--- config.mk ---
export PLATFORM = sky130hd
export DESIGN_NAME = prng_bcd_display_flat
export DESIGN_NICKNAME = d
export VERILOG_FILES = /design/src/rtl/prng_bcd_display_if.sv /design/src/rtl/prng_bcd_display.sv /design/src/flat_wrapper.sv
export SDC_FILE = /design/constraint.sdc
export NUM_CORES = 1
export LEC_CHECK = 0
export CELL_PAD_IN_SITES_DETAIL_PLACEMENT = 1
export CELL_PAD_IN_SITES_GLOBAL_PLACEMENT = 1
export CORE_MARGIN = 5
export CORE_UTILIZATION = 37
export CTS_BUF_LIST = sky130_fd_sc_hd__clkbuf_16
export CTS_CLUSTER_DIAMETER = 80
export CTS_CLUSTER_SIZE = 28
export DETAILED_ROUTE_END_ITERATION = 8
export DONT_BUFFER_PORTS = 1
export PLACE_DENSITY = 0.67
export SKIP_CTS_REPAIR_TIMING = 1
export SLEW_MARGIN = 25
export SYNTH_ARGS = -nofsm -noshare
export SYNTH_HDL_FRONTEND = slang
export SYNTH_SLANG_ARGS = --single-unit
export TNS_END_PERCENT = 5
--- constraint.sdc ---
create_clock -name clk -period 6.5 [get_ports clk]
set_input_delay 1.3 -clock clk [delete_from_list [all_inputs] [get_ports clk]]
set_output_delay 1.3 -clock clk [all_outputs]
set_load 0.005 [all_outputs]
--- src/rtl/prng_bcd_display_if.sv ---
// Signal bundle between the button/random-source side and the BCD display block.
// The master side drives the button and random value; the slave side owns the display.
interface prng_bcd_display_if;
   localparam int unsigned IN_W  = 12;
   localparam int unsigned BCD_W = 16;
   localparam int unsigned AN_W  = 4;
   localparam int unsigned SEG_W = 7;

   logic             A;
   logic [IN_W-1:0]  rand_in;
   logic             busy;
   logic             value_valid;
   logic [BCD_W-1:0] bcd;
   logic [AN_W-1:0]  an;
   logic [SEG_W-1:0] seg;

   modport master (
      output A,
      output rand_in,
      input  busy,
      input  value_valid,
      input  bcd,
      input  an,
      input  seg
   );

   modport slave (
      input  A,
      input  rand_in,
      output busy,
      output value_valid,
      output bcd,
      output an,
      output seg
   );
endinterface

--- src/rtl/prng_bcd_display.sv ---
// Snapshots the random value on a debounced press of A, converts it to BCD with a
// sequential double-dabble engine and shows it on a multiplexed 4-digit 7-segment display.
module prng_bcd_display #(
   parameter int unsigned DEBOUNCE_CYCLES = 1000000,
   parameter int unsigned REFRESH_CYCLES  = 100000
) (
   input  logic               clk,
   input  logic               rst,
   prng_bcd_display_if.slave  bus
);
   localparam int unsigned IN_W   = 12;
   localparam int unsigned BCD_W  = 16;
   localparam int unsigned ITERS  = 12;
   localparam int unsigned IT_W   = 4;
   localparam int unsigned DIG_W  = 4;
   localparam int unsigned IDX_W  = 2;
   localparam int unsigned SEG_W  = 7;
   localparam int unsigned DB_W   = $clog2(DEBOUNCE_CYCLES + 1);
   localparam int unsigned REF_W  = (REFRESH_CYCLES > 1) ? $clog2(REFRESH_CYCLES) : 1;

   typedef enum logic [1:0] {IDLE, SHIFT, LATCH} state_t;

   state_t            state, state_d;
   logic              a_meta, a_sync;
   logic              db_level, capture;
   logic [DB_W-1:0]   db_cnt;
   logic              load_c, shift_c, latch_c;
   logic [IN_W-1:0]   shreg;
   logic [BCD_W-1:0]  scratch, scratch_adj;
   logic [IT_W-1:0]   iter;
   logic [REF_W-1:0]  ref_cnt;
   logic [IDX_W-1:0]  idx;
   logic [DIG_W-1:0]  digit_c;
   logic              lead_zero, blank_c;

   // Two-flop synchronizer for the raw button
   always_ff @(posedge clk or posedge rst) begin
      if (rst) begin
         a_meta <= 1'b0;
         a_sync <= 1'b0;
      end else begin
         a_meta <= bus.A;
         a_sync <= a_meta;
      end
   end

   // Level follows a_sync only after a full run of disagreeing cycles; rising flip pulses capture
   always_ff @(posedge clk or posedge rst) begin
      if (rst) begin
         db_level <= 1'b0;
         db_cnt   <= '0;
         capture  <= 1'b0;
      end else begin
         capture <= 1'b0;
         if (a_sync == db_level) begin
            db_cnt <= '0;
         end else if (db_cnt == DB_W'(DEBOUNCE_CYCLES - 1)) begin
            db_level <= a_sync;
            db_cnt   <= '0;
            capture  <= a_sync;
         end else begin
            db_cnt <= db_cnt + DB_W'(1);
         end
      end
   end

   always_ff @(posedge clk or posedge rst) begin
      if (rst) state <= IDLE;
      else     state <= state_d;
   end

   // Capture pulses outside IDLE are ignored, so presses during a conversion are dropped
   always_comb begin
      state_d = state;
      load_c  = 1'b0;
      shift_c = 1'b0;
      latch_c = 1'b0;
      unique case (state)
         IDLE: begin
            if (capture) begin
               load_c  = 1'b1;
               state_d = SHIFT;
            end
         end
         SHIFT: begin
            shift_c = 1'b1;
            if (iter == IT_W'(ITERS - 1)) state_d = LATCH;
         end
         LATCH: begin
            latch_c = 1'b1;
            state_d = IDLE;
         end
         default: state_d = IDLE;
      endcase
   end

   // Add-3 correction on every nibble that would overflow a decimal digit once doubled
   always_comb begin
      scratch_adj = scratch;
      for (int i = 0; i < 4; i++) begin
         if (scratch[4*i +: 4] >= 4'd5) scratch_adj[4*i +: 4] = scratch[4*i +: 4] + 4'd3;
      end
   end

   always_ff @(posedge clk or posedge rst) begin
      if (rst) begin
         shreg           <= '0;
         scratch         <= '0;
         iter            <= '0;
         bus.busy        <= 1'b0;
         bus.value_valid <= 1'b0;
         bus.bcd         <= '0;
      end else begin
         if (load_c) begin
            shreg    <= bus.rand_in;
            scratch  <= '0;
            iter     <= '0;
            bus.busy <= 1'b1;
         end
         if (shift_c) begin
            {scratch, shreg} <= {scratch_adj[BCD_W-2:0], shreg, 1'b0};
            iter             <= iter + IT_W'(1);
         end
         if (latch_c) begin
            bus.bcd         <= scratch;
            bus.value_valid <= 1'b1;
            bus.busy        <= 1'b0;
         end
      end
   end

   // Scan timer: each digit slot stays enabled for REFRESH_CYCLES clocks
   always_ff @(posedge clk or posedge rst) begin
      if (rst) begin
         ref_cnt <= '0;
         idx     <= '0;
      end else if (ref_cnt == REF_W'(REFRESH_CYCLES - 1)) begin
         ref_cnt <= '0;
         idx     <= idx + IDX_W'(1);
      end else begin
         ref_cnt <= ref_cnt + REF_W'(1);
      end
   end

   function automatic logic [SEG_W-1:0] seg_code(input logic [DIG_W-1:0] d);
      logic [SEG_W-1:0] s;
      unique case (d)
         4'd0:    s = 7'h40;
         4'd1:    s = 7'h79;
         4'd2:    s = 7'h24;
         4'd3:    s = 7'h30;
         4'd4:    s = 7'h19;
         4'd5:    s = 7'h12;
         4'd6:    s = 7'h02;
         4'd7:    s = 7'h78;
         4'd8:    s = 7'h00;
         4'd9:    s = 7'h10;
         default: s = 7'h7F;
      endcase
      return s;
   endfunction

   // A slot is blanked when the value is not yet valid or it is a leading zero
   always_comb begin
      digit_c = bus.bcd[4*idx +: 4];
      unique case (idx)
         2'd0:    lead_zero = 1'b0;
         2'd1:    lead_zero = (bus.bcd[15:4] == 12'h000);
         2'd2:    lead_zero = (bus.bcd[15:8] == 8'h00);
         default: lead_zero = (bus.bcd[15:12] == 4'h0);
      endcase
      blank_c = !bus.value_valid || lead_zero;
   end

   always_ff @(posedge clk or posedge rst) begin
      if (rst) begin
         bus.an  <= 4'b1111;
         bus.seg <= 7'h7F;
      end else begin
         bus.an  <= blank_c ? 4'b1111 : ~(4'b0001 << idx);
         bus.seg <= blank_c ? 7'h7F : seg_code(digit_c);
      end
   end
endmodule

--- src/flat_wrapper.sv ---
// flat-port wrapper written by rule: the top's interface ports become plain ports
module prng_bcd_display_flat 
#(
   parameter int unsigned DEBOUNCE_CYCLES = 1000000,
   parameter int unsigned REFRESH_CYCLES  = 100000
)
  (clk, rst, bus_A, bus_rand_in, bus_busy, bus_value_valid, bus_bcd, bus_an, bus_seg);
  prng_bcd_display_if bus_i ();
  input  logic clk;
  input  logic rst;
  input wire logic [$bits(bus_i.A)-1:0] bus_A;
  input wire logic [$bits(bus_i.rand_in)-1:0] bus_rand_in;
  output wire logic [$bits(bus_i.busy)-1:0] bus_busy;
  output wire logic [$bits(bus_i.value_valid)-1:0] bus_value_valid;
  output wire logic [$bits(bus_i.bcd)-1:0] bus_bcd;
  output wire logic [$bits(bus_i.an)-1:0] bus_an;
  output wire logic [$bits(bus_i.seg)-1:0] bus_seg;
  assign bus_i.A = bus_A;
  assign bus_i.rand_in = bus_rand_in;
  assign bus_busy = bus_i.busy;
  assign bus_value_valid = bus_i.value_valid;
  assign bus_bcd = bus_i.bcd;
  assign bus_an = bus_i.an;
  assign bus_seg = bus_i.seg;
  prng_bcd_display #(.DEBOUNCE_CYCLES(DEBOUNCE_CYCLES), .REFRESH_CYCLES(REFRESH_CYCLES)) u_core (.clk(clk), .rst(rst), .bus(bus_i));
endmodule
# Yosys cells after proc, flatten, opt, wreduce, memory -nomap -nowiden
# Memories as Yosys holds them, arrays and structs flattened.
# Index checks and enable logic that the tools add are counted.
[op_classes]
add_sub_neg = 8
magnitude_cmp = 4
n_eq_ne = 10
shift = 2
muxes = 27
n_bitwise = 2
n_reduce_logical = 11
[ops]
columns = ["cell", "n"]
rows = [
  ["20-bit 2-to-1 mux", 2],
  ["16-bit 2-to-1 mux", 2],
  ["12-bit 2-to-1 mux", 2],
  ["4-bit 2-to-1 mux", 6],
  ["20-bit by 1-bit adder with 20-bit output, second input constant", 1],
  ["20-bit equality test, second input constant", 1],
  ["17-bit by 1-bit adder with 17-bit output, second input constant", 1],
  ["17-bit equality test, second input constant", 1],
  ["17-bit 2-to-1 mux", 1],
  ["4-bit by 3-bit >= comparator with 1-bit output, second input constant", 4],
  ["16-bit by 5-bit indexed part select with 4-bit output", 1],
  ["4-bit by 2-bit adder with 4-bit output, second input constant", 3],
  ["12-bit logical NOT", 1],
  ["8-bit logical NOT", 1],
  ["1-bit 2-to-1 mux", 8],
  ["7-bit 2-to-1 mux", 1],
  ["4-bit by 1-bit adder with 4-bit output, second input constant", 1],
  ["2-bit by 1-bit equality test with 1-bit output, second input constant", 2],
  ["2-bit equality test, second input constant", 2],
  ["4-bit equality test, second input constant", 1],
  ["2-bit logical NOT", 2],
  ["4-bit logical NOT", 1],
  ["2-bit 2-to-1 mux", 2],
  ["2-bit by 1-bit != test with 1-bit output, second input constant", 2],
  ["13 further kinds", 15],
]
[totals]
ff_bits = 106
mem_bits_ro = 112
n_memories = 1
[memory_table]
columns = ["name", "words", "word_bits", "rd", "rd_ports_with_merged_regs", "wr", "line", "rtl"]
rows = [
  ["(name not given)", 16, 7, 1, 0, 0, "prng_bcd_display.sv:147", "unique case (d)"],
]

# Depth between registers and ports, before layout
[depth]
depth_word = 4
mapped_depth = 7

# Least setup slack after synthesis
# OpenSTA, ideal clock, no wires.
[synth_timing]
kind = "register to register"
from = "reg u_core.idx[0]"
to = "reg u_core.bus.seg[3]"
t_arrival_ns = 1.782
setup_slack_ns = 4.623
path_stages_with_launch = 7
path_buffers = 1
path_cell_list = "dfrtp_1 -> buf_2 -> mux4_2 -> ha_1 -> or2_2 -> a21oi_1 -> o21ai_0"
[synth_via]
elab_chain_len = 4
[synth_rtl]
columns = ["item", "line", "rtl"]
rows = [
  ["start: declaration", "prng_bcd_display.sv:32", "logic [IDX_W-1:0] idx;"],
  ["start signal: assignment", "prng_bcd_display.sv:139", "idx <= idx + IDX_W'(1);"],
  ["branches (longest 3 deep; another with memory read 16 x 7 bit)", "-", ""],
  ["7-bit 2-to-1 mux (*)", "prng_bcd_display.sv:181", "bus.seg <= blank_c ? 7'h7F : seg_code(digit_c);"],
  ["end signal: assignment", "prng_bcd_display.sv:181", ""],
  ["end: declaration", "prng_bcd_display_if.sv:34", "output seg"],
]
# Every way passes the cells marked *.
# A chain may end at the register's enable or synchronous reset.

# Final worst setup path
[layout_timing]
from = "reg u_core.state[1]"
to = "reg u_core.scratch[11]"
[layout_via]
elab_chain_len = 3
[layout_rtl]
columns = ["item", "line", "rtl"]
rows = [
  ["start: declaration", "prng_bcd_display.sv:23", "state_t state, state_d;"],
  ["start signal: assignment", "prng_bcd_display.sv:69", "else state <= state_d;"],
  ["2-bit by 1-bit equality test with 1-bit output / 2-bit logical NOT (equally long branches)", "prng_bcd_display.sv:78", "unique case (state)"],
  ["1-bit 2-to-1 mux", "prng_bcd_display.sv:78", ""],
  ["16-bit 2-to-1 mux / 2-bit nonzero test (equally long branches)", "-", ""],
  ["end signal: assignment", "prng_bcd_display.sv:121", "{scratch, shreg} <= {scratch_adj[BCD_W-2:0], shreg, 1'b0};"],
  ["end: declaration", "prng_bcd_display.sv:29", "logic [BCD_W-1:0] scratch, scratch_adj;"],
]
# Several ways; a longest one is shown, not always the timed one.

==> results.txt <==
The critical path arrival is 2.48 ns. The via-per-instance ratio is 5.36. The floorplan step set the die width to 127 um. The worst setup path is launched from a flip-flop. The post-detailed-placement half-perimeter wirelength is 7690 um. The number of cells traversed by the worst register-to-register path came out at 4. TritonCTS built the clock tree. The post-synthesis share of cell area spent on and, or, nand and nor gates is 17.4%. The initial cell density of the core came out at 37.9%. Traced cell by cell, the critical path runs through or3b_2, nand2_1, o31ai_1, a32o_1.

After synthesis, the largest family of logic cells by area is simple AND/OR/NAND/NOR gates. The type of destination of the critical path is a flip-flop. Summed over all layers, the routed wires come to 11100 um.

The leakage power came out at 0.00236 uW. The core footprint is 13300 um2. Clock-pin slew was measured on the worst setup and hold paths at 0.07 ns. The highest-utilization routing layer at the global route stage is met2. The fraction of the mapped netlist area in compound gates came out at 8.92%. The diode insertion count for antenna repair came out at 0. The critical path depth is 4.

The count of H-tree levels built during CTS came out at 3. The worst path uses 34.4% of the clock period. The clock latency of the later-clocked register in the worst-skew pair is 0.35 ns. The power density over the cells is 223 nW/um2.

The final estimated routing congestion in global placement came out at 0.823. The leftover overflow at the end of global routing is 0. Each instance of the synthesized netlist takes up on average 10.7 um2. Cells with a size suffix above 1 make up 13.4% of the layout. In this run the core area contains 42 standard-cell rows. Buffers placed on the I/O ports in this run total 0. The remaining antenna violation count after routing is 0.

Among all flip-flop cells after synthesis, the most frequent one is dfrtp_1. The delay of the slowest cell on the worst path is 0.78 ns. The met1 track demand over resource came out at 18.0%.

The area of the die came out at 16000 um2. The count of boundary I/O pins is 44. The hold violation total from the final report came out at 0. Across all layers, the routed design uses 3468 vias. The cell area that synthesis handed to floorplanning was 5030 um2. The clock net sink count came out at 106. The area growth from synthesis to layout is 9.40%. Global routing used 3.53% of the available met3 tracks.

The overall track demand over capacity in global routing is 14.3%. The die extent in y is 127 um. Total power for the finished layout comes to 1230 uW. Of the synthesized area, sequential elements account for 53.0%. For this run, design rule violations remaining after detail routing come to 0. The number of DRC markers in iteration 0 came out at 106. The aggregate negative setup slack is 0 ns. Together, buffers and inverters on the worst path number 0. The total of max-cap violations is 0. The number of nets in the synthesized netlist is 506.

The root buffer cell chosen for the clock tree is clkbuf_16. On the critical path, the stage with the largest delay is an instance of or3b_2. The path class of the tightest hold or removal check is flip-flop to flip-flop. On the critical path the largest part of the delay comes from simple AND/OR/NAND/NOR gates. The met2 global-route usage came out at 24.3%. The flow ran to the end, and the final reports show no timing, DRC or antenna violations. The global-route wire length before repair came out at 18700 um. The initial antenna violation count is 0. The maximum net fanout on the critical path is 29. The number of enable-type register cells in the synthesized netlist is 0. Across the routed clock network, the largest skew measured is 0.00696 ns. The final-report setup violation count is 0. Setup repair after global routing left no endpoint under its margin.

Clock tree synthesis inserted a total of 9 buffers. The via count of the first global-routing pass was 3682. Synthesis handed over a netlist of 470 instances. After detailed routing, the average wire length per cell comes to 17.1 um. For the pin with the worst max-slew slack, the measured transition is 0.804 ns. The critical setup path kind is flip-flop to flip-flop. Data on the critical path is required at its endpoint by 6.74 ns.

The largest buffer count on any clock path is 2. The count of distinct cell types in the synthesized netlist came out at 41. The post-synthesis xor/xnor area fraction is 5.92%. The layout net count is 502. The synthesized-area fraction occupied by adder cells came out at 5.22%. The async set or reset register ratio after synthesis came out at 100%.

The highest achievable clock rate came out at 448 MHz. The final-report max-slew violation count came out at 0. The first detailed-routing pass ran for 4 iterations. The number of synthesized register bits is 106. The final critical delay including setup and external delays came out at 2.23 ns. Measured against its own limit, the worst slew margin works out to 46.4%.

The Yosys warning count is 0. The number of cells traversed by the worst hold path is 0. The largest net degree at the start of global routing came out at 64.

The multiplexer area fraction after synthesis came out at 6.71%. The worst-case IR drop observed on VDD is 0.113 mV.
[logic make-up (layout without fill, tap and decap cells)]
family | after synthesis | in the layout
muxes | 26 | 26
xor gates and xnor gates | 34 | 34
adders and majority gates | 21 | 21
DFF | 106 | 106
and+or+nand+nor | 168 | 168
buffers and inverters | 38 | 39
AOI/OAI and AO/OA | 77 | 77
[cell usage after synthesis (8+ instances only)]
master,instances,share of area [%]
nand2b_1,10,1.2
xor2_1,13,2.3
o31ai_1,8,1.2
o22ai_1,11,1.4
dfstp_2,11,5.7
nand2_1,23,1.7
mux2_2,22,4.9
dfrtp_1,95,47
inv_1,19,1.4
a21oi_1,19,1.9
o21ai_0,31,3.1
xnor2_1,21,3.7
or3_1,8,0.99
ha_1,21,5.2
nand3_1,31,3.1
nor2_1,47,3.5
clkbuf_1,15,1.1
[per-stage QoR]
step	utilization (%)	hold slack [ns]	std cells	setup slack, ns	area (um2)
finish	41.4	0.359	647	4.27	5510
global route	41.4	0.369	647	4.09	5510
CTS	41.4	0.362	647	4.25	5510
detailed placement	39.2	0.345	631	3.93	5210
global placement	39.2	0.333	631	4.00	5210
floorplan	-	0.331	470	2.43	5030
[where the power goes]
group / leakage, uW / switching, uW / total, uW / internal [uW]
registers: 0.00142 / 2.48 / 664 / 662
logic: 0.000801 / 16.0 / 18.9 / 2.90
clock network: 0.000143 / 248 / 546 / 298
[final timing paths]
check	startpoint	to	slack, ns
min in group asynchronous	rst	u_core.db_cnt[14]	0.86
min reg2reg	u_core.a_meta	u_core.a_sync	0.36
max in group asynchronous	rst	u_core.scratch[3]	4.42
max reg2reg	u_core.state[1]	u_core.scratch[11]	4.27
min	u_core.a_meta	u_core.a_sync	0.36
max	u_core.state[1]	u_core.scratch[11]	4.27
[routing by layer]
| layer | share of wire [%] | up-vias |
|---|---|---|
| met2 | 51 | 41 |
| met3 | 3.0 | 12 |
| met5 | 0 | - |
| met4 | 1.4 | 0 |
| met1 | 45 | 1782 |
| li1 | - | 1633 |
[state kept, by name (all words and copies together) (netlist names)]
signal and flops:
u_core.shreg 12, u_core.scratch 16, u_core.a_sync 1, u_core.bus.busy 1, u_core.state 2, u_core.db_cnt 20, u_core.bus.value_valid 1, u_core.iter 4
u_core.capture 1, u_core.bus.an 4, u_core.bus.seg 7, u_core.ref_cnt 17, u_core.db_level 1, u_core.idx 2, u_core.a_meta 1, u_core.bus.bcd 16
[cells in the final DEF, fill, tap and decap left out, drive strengths merged, types with 7 or more instances in the layout]
master	instances
nor2	47
nand2b	10
inv	20
a21oi	19
clkbuf	9
ha	21
xor2	13
dfstp	11
o22ai	11
nand3	32
xnor2	21
nand2	23
o21ai	32
mux2	22
o31ai	8
or3	8
nor3	7
and3	7
dfrtp	95
[final cells by class]
| class | count | area [um2] |
|---|---|---|
| repair buffers | 4 | 30.0 |
| fillers | 1470 | 7790 |
| multi-input cells | 326 | 2220 |
| inverters | 19 | 73.8 |
| clock inverters | 7 | 68.8 |
| flip-flops and latches | 106 | 2670 |
| clock buffers | 9 | 225 |
| well taps | 176 | 220 |
(Power assumes the default switching activity.)
